`src/rtl/bcd_mod_counter_pkg.sv`:
```
// -----------------------------------------------------------------------------
// bcd_mod_counter_pkg
// Shared constants and helpers for the BCD clock-field counters.
//   BCD_DIGIT_W   : width of one packed BCD digit (4)
//   BCD_DIGIT_MAX : largest legal value of a single BCD digit (9)
//   pow10()       : 10**n as an elaboration-time constant
//   to_bcd()      : converts a decimal constant to packed BCD at elaboration,
//                   LS digit in bits [3:0]; caller truncates to its width
// -----------------------------------------------------------------------------
package bcd_mod_counter_pkg;

  localparam int         BCD_DIGIT_W   = 4;
  localparam logic [3:0] BCD_DIGIT_MAX = 4'd9;

  function automatic int pow10(input int n);
    int r;
    r = 1;
    for (int i = 0; i < n; i++) r = r * 10;
    return r;
  endfunction

  // Only ever evaluated on parameters, so it folds to a constant and no
  // binary-to-BCD logic reaches the netlist.
  function automatic logic [63:0] to_bcd(input int value, input int digits);
    logic [63:0] r;
    int          v;
    r = '0;
    v = value;
    for (int i = 0; i < 16; i++) begin
      if (i < digits) begin
        r[i*BCD_DIGIT_W +: BCD_DIGIT_W] = 4'(v % 10);
        v = v / 10;
      end
    end
    return r;
  endfunction

endpackage

```
`src/rtl/bcd_mod_counter_if.sv`:
```
// -----------------------------------------------------------------------------
// bcd_mod_counter_if
// Control/data bundle of one BCD modulo counter stage.
//   en, up, load, load_val : driven by the controller (master)
//   q, co, err             : driven by the counter (slave)
// DIGITS must match the DIGITS of the counter that the bundle connects to.
// -----------------------------------------------------------------------------
interface bcd_mod_counter_if #(
  parameter int DIGITS = 2
) ();

  logic                  en;
  logic                  up;
  logic                  load;
  logic [4*DIGITS-1:0]   load_val;
  logic [4*DIGITS-1:0]   q;
  logic                  co;
  logic                  err;

  modport master (
    output en, up, load, load_val,
    input  q, co, err
  );

  modport slave (
    input  en, up, load, load_val,
    output q, co, err
  );

endinterface

```
`src/rtl/bcd_digit.sv`:
```
// -----------------------------------------------------------------------------
// bcd_digit
// Combinational next-value logic for one BCD digit of an up/down chain.
//   d      : current digit (0..9)
//   up     : 1 = increment, 0 = decrement
//   cin    : carry (up) / borrow (down) request from the lower digit
//   d_next : digit value after this step
//   cout   : carry/borrow passed to the next higher digit
// -----------------------------------------------------------------------------
module bcd_digit
  import bcd_mod_counter_pkg::*;
(
  input  logic [BCD_DIGIT_W-1:0] d,
  input  logic                   up,
  input  logic                   cin,
  output logic [BCD_DIGIT_W-1:0] d_next,
  output logic                   cout
);

  always_comb begin
    d_next = d;
    cout   = 1'b0;
    if (cin) begin
      if (up) begin
        if (d >= BCD_DIGIT_MAX) begin
          d_next = '0;
          cout   = 1'b1;
        end else begin
          d_next = d + 4'd1;
        end
      end else begin
        if (d == '0) begin
          d_next = BCD_DIGIT_MAX;
          cout   = 1'b1;
        end else begin
          d_next = d - 4'd1;
        end
      end
    end
  end

endmodule

```
`src/rtl/bcd_mod_counter.sv`:
```
// -----------------------------------------------------------------------------
// bcd_mod_counter
// Multi-digit packed-BCD modulo counter (0..MAX), up/down, with synchronous
// clear, validated parallel load and a registered one-cycle wrap pulse that
// feeds the en of the next cascaded stage.
//   clk  : rising-edge clock
//   ncr  : synchronous active-high clear (highest priority)
//   bus  : slave side of bcd_mod_counter_if
//          en/up/load/load_val in, q/co/err out
// Parameters: DIGITS (BCD digits), MAX (terminal decimal value).
// -----------------------------------------------------------------------------
module bcd_mod_counter
  import bcd_mod_counter_pkg::*;
#(
  parameter int DIGITS = 2,
  parameter int MAX    = 59
) (
  input  logic               clk,
  input  logic               ncr,
  bcd_mod_counter_if.slave   bus
);

  localparam int            W       = BCD_DIGIT_W * DIGITS;
  localparam logic [W-1:0]  MAX_BCD = W'(to_bcd(MAX, DIGITS));

  if (MAX < 1 || MAX > pow10(DIGITS) - 1) begin : g_bad_max
    $error("bcd_mod_counter: MAX out of range for DIGITS");
  end

  logic [W-1:0]  q_reg;
  logic          co_reg;
  logic          err_reg;
  logic [W-1:0]  q_step;
  logic [DIGITS:0] chain;
  logic          unused_top_carry;
  logic          at_max;
  logic          at_zero;
  logic          load_digits_ok;
  logic          load_ok;

  // Ripple chain: the LS digit always steps, higher digits step only when
  // the digit below wraps (9->0 up, 0->9 down).
  assign chain[0] = 1'b1;

  for (genvar i = 0; i < DIGITS; i++) begin : g_digit
    bcd_digit u_digit (
      .d      (q_reg[i*BCD_DIGIT_W +: BCD_DIGIT_W]),
      .up     (bus.up),
      .cin    (chain[i]),
      .d_next (q_step[i*BCD_DIGIT_W +: BCD_DIGIT_W]),
      .cout   (chain[i+1])
    );
  end

  // The modulo wrap comes from the whole-value compares below, so the
  // chain's top carry is not needed.
  assign unused_top_carry = chain[DIGITS];

  assign at_max  = (q_reg == MAX_BCD);
  assign at_zero = (q_reg == '0);

  // With every digit at most 9, packed BCD orders exactly like the decimal
  // value, so a plain unsigned compare against MAX_BCD checks the range.
  always_comb begin
    load_digits_ok = 1'b1;
    for (int i = 0; i < DIGITS; i++) begin
      if (bus.load_val[i*BCD_DIGIT_W +: BCD_DIGIT_W] > BCD_DIGIT_MAX)
        load_digits_ok = 1'b0;
    end
  end

  assign load_ok = load_digits_ok && (bus.load_val <= MAX_BCD);

  // Priority: clear, then load, then count, then hold. co and err are
  // rebuilt every edge so each is a single-cycle pulse.
  always_ff @(posedge clk) begin
    if (ncr) begin
      q_reg   <= '0;
      co_reg  <= 1'b0;
      err_reg <= 1'b0;
    end else if (bus.load) begin
      co_reg <= 1'b0;
      if (load_ok) begin
        q_reg   <= bus.load_val;
        err_reg <= 1'b0;
      end else begin
        err_reg <= 1'b1;
      end
    end else if (bus.en) begin
      err_reg <= 1'b0;
      if (bus.up && at_max) begin
        q_reg  <= '0;
        co_reg <= 1'b1;
      end else if (!bus.up && at_zero) begin
        q_reg  <= MAX_BCD;
        co_reg <= 1'b1;
      end else begin
        q_reg  <= q_step;
        co_reg <= 1'b0;
      end
    end else begin
      co_reg  <= 1'b0;
      err_reg <= 1'b0;
    end
  end

  assign bus.q   = q_reg;
  assign bus.co  = co_reg;
  assign bus.err = err_reg;

endmodule

```
`src/flat_wrapper.sv`:
```
// flat-port wrapper written by rule: the top's interface ports become plain ports
module bcd_mod_counter_flat import bcd_mod_counter_pkg::*;
#(
  parameter int DIGITS = 2,
  parameter int MAX    = 59
)
  (clk, ncr, bus_en, bus_up, bus_load, bus_load_val, bus_q, bus_co, bus_err);
  bcd_mod_counter_if #(.DIGITS(DIGITS)) bus_i ();
  input  logic clk;
  input  logic ncr;
  input wire logic [$bits(bus_i.en)-1:0] bus_en;
  input wire logic [$bits(bus_i.up)-1:0] bus_up;
  input wire logic [$bits(bus_i.load)-1:0] bus_load;
  input wire logic [$bits(bus_i.load_val)-1:0] bus_load_val;
  output wire logic [$bits(bus_i.q)-1:0] bus_q;
  output wire logic [$bits(bus_i.co)-1:0] bus_co;
  output wire logic [$bits(bus_i.err)-1:0] bus_err;
  assign bus_i.en = bus_en;
  assign bus_i.up = bus_up;
  assign bus_i.load = bus_load;
  assign bus_i.load_val = bus_load_val;
  assign bus_q = bus_i.q;
  assign bus_co = bus_i.co;
  assign bus_err = bus_i.err;
  bcd_mod_counter #(.DIGITS(DIGITS), .MAX(MAX)) u_core (.clk(clk), .ncr(ncr), .bus(bus_i));
endmodule
```
`config.mk`:
```
export PLATFORM = sky130hd
export DESIGN_NAME = bcd_mod_counter_flat
export DESIGN_NICKNAME = d
export VERILOG_FILES = /design/src/rtl/bcd_mod_counter_pkg.sv /design/src/rtl/bcd_mod_counter_if.sv /design/src/rtl/bcd_digit.sv /design/src/rtl/bcd_mod_counter.sv /design/src/flat_wrapper.sv
export SDC_FILE = /design/constraint.sdc
export NUM_CORES = 1
export LEC_CHECK = 0
export CAP_MARGIN = 20
export CORE_UTILIZATION = 52
export CTS_BUF_LIST = sky130_fd_sc_hd__clkbuf_16
export DETAILED_ROUTE_END_ITERATION = 7
export MAX_ROUTING_LAYER = met4
export PLACE_DENSITY = 0.91
export SYNTH_ARGS = -nofsm -noshare
export SYNTH_HDL_FRONTEND = slang
export SYNTH_SLANG_ARGS = --single-unit
export TNS_END_PERCENT = 10
```
`constraint.sdc`:
```
create_clock -name clk -period 3.3 [get_ports clk]
set_input_delay 0.825 -clock clk [delete_from_list [all_inputs] [get_ports clk]]
set_output_delay 0.825 -clock clk [all_outputs]
set_load 0.01 [all_outputs]
```
==> flow_metrics.py, run 1 <==
metrics = {
    "floorplanning": {
        "io_pins": 23,
        "die_height_um": 45.0,
        "core_mm2": 0.00173,
        "chipWidth_um": 45.0,
        "floorplan.initialDensity_pct": 55.6,
        "area_enclosed_by_the_die_boundary_mm2": 0.00202,
        "rows": 15,
    },
    "drt": {
        "drt_pass1_iterations": 4,
        "via_count": 1024,
        "drtIter0Drc": 22,
        "antenna_violating_nets_post_route": 0,
        "detail_route.wirelength_mm": 2.47,
        "vias_per_cell": 6.10,
        "wire_per_inst_um": 14.7,
        "drc": 0,
    },
    "worst_setup_path": {
        "timing.critical_path.to": "u_core.bus.q[6]",
        "worst_setup_path_startpoint": "bus_load",
        "critPathRequiredTime_ps": 3460,
        "path_max_fanout": 9,
        "worst_ep_arrival_time_ps": 2610,
        "capturing_element_type_of_the_critical_path": "flip-flop",
        "ff2ff_setup_slack_ps": 1160,
        "start_kind": "input pin",
        "regToRegEndpoint": "u_core.bus.q[6]",
        "worst_r2r_startpoint": "u_core.bus.q[0]",
        "timing_worst_setup_path_type": "in2reg",
        "number_of_cell_instances_on_the_worst_register_to_register_path": 7,
    },
    "timing": {
        "max_freq_mhz": 408,
        "holdWs_ps": 570,
        "min_period_over_period_pct": 74.3,
        "grt_setup_unrepaired": "false",
        "postLayoutSetupSlackWorst_ps": 847,
        "timing.max_slew.rel_slack_pct": 57.5,
        "worstMarginPinSlew_ps": 638,
        "max_slew_violation_count": 0,
        "setup_viol": 0,
        "period_minus_slack_ps": 2450,
        "clock_skew_ps": 3.67,
        "fin_setup_tns_ps": 0,
        "final_count_of_hold_timing_violations": 0,
    },
    "global_routing": {
        "grt_first_pass_wirelength_mm": 4.06,
        "largest_net_degree_at_the_start_of_global_routing": 21,
        "antenna_found_initial": 0,
        "overflow": 0,
        "grt_use_total_pct": 28.0,
        "number_of_global_route_vias_before_repair": 944,
    },
    "layout": {
        "mostFrequentLayoutCells": "22 x sky130_fd_sc_hd__clkdlybuf4s50_1, 12 x sky130_fd_sc_hd__nand2_1, 11 x sky130_fd_sc_hd__nor2_1",
        "syn_to_final_growth_pct": 30.6,
        "finalNetCount": 165,
        "antennaDiodeCount": 0,
        "mostFrequentLayoutCell": "sky130_fd_sc_hd__clkdlybuf4s50_1",
        "largest_register_ffs": 8,
        "final_layout_size_suffix_gt1_share_pct": 7.69,
        "fillers": 142,
    },
    "cts": {
        "tritoncts": "yes",
        "post_cts.resized_instances": 0,
        "cts.root.buffer_cell": "sky130_fd_sc_hd__clkbuf_16",
        "worst_setup_hold_path_clk_slew_ps": 40,
        "cts_hold_buffers_added": 0,
        "ctsLongestPathBuffers": 2,
        "clock_sinks": 10,
        "clock_latency_ps": 230,
        "htreeDepth": 1,
        "clock_buffer_count_from_cts": 3,
        "post_cts_setup_bufs": 0,
    },
    "synthesis": {
        "async_flop_share_pct": 0,
        "netlist_instances": 125,
        "synth_seq_cells": 10,
        "synth_edf_count": 0,
        "syn-num-nets": 145,
        "synth_top_flop_cell": "sky130_fd_sc_hd__dfxtp_1",
        "synth_seq_area_share_pct": 20.9,
        "synthesis.area_um2": 960,
        "synthesis.area_per_instance_um2": 7.68,
        "ys_warn_count": 0,
        "ys_types": 41,
    },
    "power": {
        "cellLeakagePower_nw": 0.456,
        "clock_power_share_pct": 40.2,
        "switching_share_pct": 28.7,
        "cellInternalPower_w": 0.000368,
        "power_switching_w": 0.000148,
        "power_per_cell_area_mw_per_mm2": 412,
        "pwr-share-comb_pct": 30.9,
        "seq_power_share_pct": 28.9,
        "vdd.ir_drop.worst_v": 0.000326,
    },
    "outcome": {
        "outcome": "complete, no violations",
    },
    "place": {
        "globalplace.congestion": 0.872,
        "dp_hpwl_mm": 1.82,
        "io_buffers": 22,
        "placement.setup.worst_slack_ps": 631,
    },
    "worst_hold_path": {
        "timing.hold.worst.class": "reg2reg",
    },
    "job": {
        "timing.max_cap.violations": 0,
    },
}
## power groups by stage
stage	Sequential, W	Clock [W]	Combinational [W]
floorplan	0.000146	0	0.000109
global placement	0.000150	0	0.000152
detailed placement	0.000151	0	0.000157
CTS	0.000149	0.000209	0.000159
global route	0.000152	0.000216	0.000176
finish	0.000149	0.000208	0.000159
## worst min path at each step
stage / slack, ps / startpoint / depth (start not counted) / endpoint
after CTS: 580 / u_core.bus.q[5] / 2 / u_core.bus.q[5]
after floorplan: 560 / u_core.bus.q[5] / 2 / u_core.bus.q[5]
after detailed placement: 570 / u_core.bus.q[5] / 2 / u_core.bus.q[5]
final: 570 / u_core.bus.q[5] / 2 / u_core.bus.q[5]
after global placement: 560 / u_core.bus.q[5] / 2 / u_core.bus.q[5]
after global routing: 630 / u_core.bus.q[1] / 2 / u_core.bus.q[1]
## cell families after synthesis
family / Yosys count / share of synthesized area [%]
compound gates: 47 / 36.1
simple gates: 44 / 24.5
buf+inv: 15 / 6.91
flops: 10 / 20.9
fa+ha+maj: 7 / 9.13
xor+xnor: 1 / 0.913
mux: 1 / 1.56
## metrics by stage
stage / util, % / cell area, um2 / total power [W] / std cells
3_3_place_gp: 68.3 / 1180 / 0.000302 / 165
6_report: 72.6 / 1250 / 0.000516 / 168
3_5_place_dp: 68.3 / 1180 / 0.000308 / 165
4_1_cts: 72.6 / 1250 / 0.000517 / 168
2_1_floorplan: - / 960 / 0.000255 / 125
5_1_grt: 72.6 / 1250 / 0.000544 / 168
## cells in the mapped netlist, drive strengths merged, types with 2 or more instances
cell    number  area share [%]
or3b         2             2.1
o22ai        2             1.3
a22oi        3             2.3
a21oi        8             4.6
clkbuf       5             2.0
nand2       12             4.7
nor2b        3             2.0
a211oi       9             7.0
nand2b       4             2.6
inv          7             2.7
buf          3             2.2
nor3b        3             2.3
a22o         2             1.8
nor2        11             4.3
o21ai        9             4.7
a21o         3             2.3
ha           7             9.1
nand3        3             1.6
dfxtp       10              21
## metal layers
metal | vias up | global-route usage (%) | routed length, um
li1 | 505 | - | -
met1 | 467 | 32.4 | 998
met2 | 46 | 47.2 | 1280
met3 | 6 | 7.20 | 167
met4 | 0 | 8.48 | 30
met5 | - | - | 0
## critical path, stage by stage
cell and delay [ps]:
sky130_fd_sc_hd__clkdlybuf4s50_1 560, sky130_fd_sc_hd__nor2b_1 250, sky130_fd_sc_hd__nand2_1 120, sky130_fd_sc_hd__o311ai_4 390, sky130_fd_sc_hd__mux2_4 350, sky130_fd_sc_hd__a21oi_2 120
## cell type report
cell class / instances / area, um2 / share of cell area, %
multi-input combinational: 100 / 693 / 55.3
clock buffer: 3 / 75.1 / 5.99
inverter: 7 / 26.3 / 2.10
tap: 25 / 31.3 / 2.50
timing repair buffer: 23 / 228 / 18.2
sequential: 10 / 200 / 16.0
No activity file was read; power rests on OpenSTA's default activity.
==> inputs of run 2 (changes only) <==
--- a/config.mk
+++ b/config.mk
@@ -6,11 +6,11 @@
 export NUM_CORES = 1
 export LEC_CHECK = 0
 export CAP_MARGIN = 20
-export CORE_UTILIZATION = 52
+export CORE_UTILIZATION = 49
 export CTS_BUF_LIST = sky130_fd_sc_hd__clkbuf_16
 export DETAILED_ROUTE_END_ITERATION = 7
 export MAX_ROUTING_LAYER = met4
-export PLACE_DENSITY = 0.91
+export PLACE_DENSITY = 0.87
 export SYNTH_ARGS = -nofsm -noshare
 export SYNTH_HDL_FRONTEND = slang
 export SYNTH_SLANG_ARGS = --single-unit
==> constraint.sdc (replaced) <==
create_clock -name clk -period 2.3 [get_ports clk]
set_input_delay 0.575 -clock clk [delete_from_list [all_inputs] [get_ports clk]]
set_output_delay 0.575 -clock clk [all_outputs]
set_load 0.01 [all_outputs]
==> run 2 against run 1 <==
Final cell count is 4.8% higher. Via count is 5.4% higher. Combinational power is 61% higher. Clock power is 47% higher. Setup slack worse by 630 ps. Clock-buffer cell count stayed put. Core utilization is 0.86 points higher.
==> flow_metrics.py, run 2 (synthesized netlist as in run 1, its figures left out) <==
metrics = {
    "layout": {
        "mostFrequentLayoutCells": "22 x sky130_fd_sc_hd__clkdlybuf4s50_1, 12 x sky130_fd_sc_hd__nand2_1, 11 x sky130_fd_sc_hd__nor2_1",
        "reg_area_um2": 200,
        "stdcell_area_mm2": 0.00131,
        "finalNetCount": 172,
        "largest_register_ffs": 8,
        "final_layout_size_suffix_gt1_share_pct": 11.9,
        "mostFrequentLayoutCell": "sky130_fd_sc_hd__clkdlybuf4s50_1",
        "fillers": 136,
        "antennaDiodeCount": 0,
        "syn_to_final_growth_pct": 36.5,
        "multiInputGateArea_um2": 693,
    },
    "cts": {
        "htreeDepth": 1,
        "cts.root.buffer_cell": "sky130_fd_sc_hd__clkbuf_16",
        "clock_latency_ps": 230,
        "cts_hold_buffers_added": 0,
        "tritoncts": "yes",
        "clock_sinks": 10,
        "clock_buffer_count_from_cts": 3,
        "post_cts_setup_bufs": 0,
        "ctsLongestPathBuffers": 2,
        "post_cts.resized_instances": 0,
        "worst_setup_hold_path_clk_slew_ps": 40,
    },
    "global_routing": {
        "antenna_found_initial": 0,
        "largest_net_degree_at_the_start_of_global_routing": 15,
        "grt_use_total_pct": 28.3,
        "grt_first_pass_wirelength_mm": 4.20,
        "overflow": 0,
        "number_of_global_route_vias_before_repair": 970,
    },
    "timing": {
        "postLayoutSetupSlackWorst_ps": 217,
        "period_minus_slack_ps": 2080,
        "final_count_of_hold_timing_violations": 0,
        "holdWs_ps": 598,
        "setup_viol": 0,
        "clock_skew_ps": 0.929,
        "worstMarginPinSlew_ps": 449,
        "timing.max_slew.rel_slack_pct": 69.9,
        "max_freq_mhz": 480,
        "max_slew_violation_count": 0,
        "fin_setup_tns_ps": 0,
        "grt_setup_unrepaired": "false",
        "min_period_over_period_pct": 90.6,
    },
    "drt": {
        "via_count": 1079,
        "detail_route.wirelength_mm": 2.82,
        "drt_pass1_iterations": 4,
        "antenna_violating_nets_post_route": 0,
        "drtIter0Drc": 51,
        "vias_per_cell": 6.13,
        "wire_per_inst_um": 16.0,
        "drc": 0,
    },
    "worst_setup_path": {
        "start_kind": "flip-flop",
        "worst_ep_arrival_time_ps": 2220,
        "critical_path.max_stage_delay_ps": 370,
        "timing.critical_path.slowest_stage_cell": "sky130_fd_sc_hd__dfxtp_1",
        "critPathRequiredTime_ps": 2440,
        "path_max_fanout": 7,
        "capturing_element_type_of_the_critical_path": "flip-flop",
        "cp_cell_sequence": "inv_1 > ha_1 > nor2b_1 > nand2_1 > o311ai_4 > buf_4 > nor2_1 > a211oi_1",
        "timing_worst_setup_path_type": "reg2reg",
    },
    "place": {
        "placement.setup.worst_slack_ps": 79.7,
        "globalplace.congestion": 0.842,
        "io_buffers": 22,
        "post_dp_cell_area_mm2": 0.00123,
        "dp_hpwl_mm": 2.00,
    },
    "floorplanning": {
        "io_pins": 23,
        "die_height_um": 46.3,
        "floorplan.initialDensity_pct": 53.8,
        "area_enclosed_by_the_die_boundary_mm2": 0.00214,
        "rows": 15,
        "chipWidth_um": 46.3,
        "core_mm2": 0.00178,
    },
    "power": {
        "power_per_cell_area_mw_per_mm2": 587,
        "cellLeakagePower_nw": 0.492,
        "clock_power_share_pct": 39.8,
        "switching_share_pct": 29.6,
        "power_switching_w": 0.000227,
        "seq_power_share_pct": 26.9,
        "pwr-share-comb_pct": 33.3,
        "vdd.ir_drop.worst_v": 0.000846,
        "p_total_w": 0.000769,
        "cellInternalPower_w": 0.000542,
    },
    "job": {
        "timing.max_cap.violations": 0,
    },
    "outcome": {
        "outcome": "complete, no violations",
    },
    "worst_hold_path": {
        "timing.hold.worst.class": "reg2reg",
    },
}
-- run 2: worst max-delay path: cells and delay by family, from the launching register on --
family	cells	cell delay, ps
DFF	1	370
AOI/OAI and AO/OA	2	500
and+or+nand+nor	3	550
adders and majority gates	1	270
buffers and inverters	2	300
-- run 2: power groups by stage --
stage | Clock [W] | Combinational (W) | Sequential, W
finish | 0.000306 | 0.000256 | 0.000207
global route | 0.000320 | 0.000275 | 0.000208
CTS | 0.000309 | 0.000253 | 0.000206
detailed placement | 0 | 0.000249 | 0.000209
global placement | 0 | 0.000240 | 0.000208
floorplan | 0 | 0.000156 | 0.000209
-- run 2: cell type report --
| class | instances | area share, % |
|---|---|---|
| multi-input combinational | 100 | 52.9 |
| timing repair buffer | 30 | 21.4 |
| sequential | 10 | 15.3 |
| clock buffer | 3 | 5.73 |
| tap | 25 | 2.39 |
| inverter | 7 | 2.01 |
| clock inverter | 1 | 0.287 |
-- run 2: through the flow --
step / instances / util (%)
2_1_floorplan: 125 / -
3_5_place_dp: 172 / 69.1
6_report: 176 / 73.5
5_1_grt: 176 / 73.5
4_1_cts: 176 / 73.5
3_3_place_gp: 172 / 69.1
-- run 2: path summary, 6_finish.rpt --
| path | from | endpoint | slack (ps) | cells after the start |
|---|---|---|---|---|
| max reg2reg | u_core.bus.q[1] | u_core.bus.q[5] | 220 | 8 |
| min reg2reg | u_core.bus.q[4] | u_core.bus.q[4] | 600 | 2 |
| min | u_core.bus.q[4] | u_core.bus.q[4] | 600 | 2 |
| max | u_core.bus.q[1] | u_core.bus.q[5] | 220 | 8 |
-- run 2: layer usage --
| metal | up-vias | wire (um) | track usage [%] |
|---|---|---|---|
| met5 | - | 0 | - |
| met4 | 0 | 42 | 8.82 |
| met3 | 4 | 162 | 7.84 |
| met2 | 49 | 1460 | 49.3 |
| met1 | 512 | 1160 | 30.7 |
| li1 | 514 | - | - |
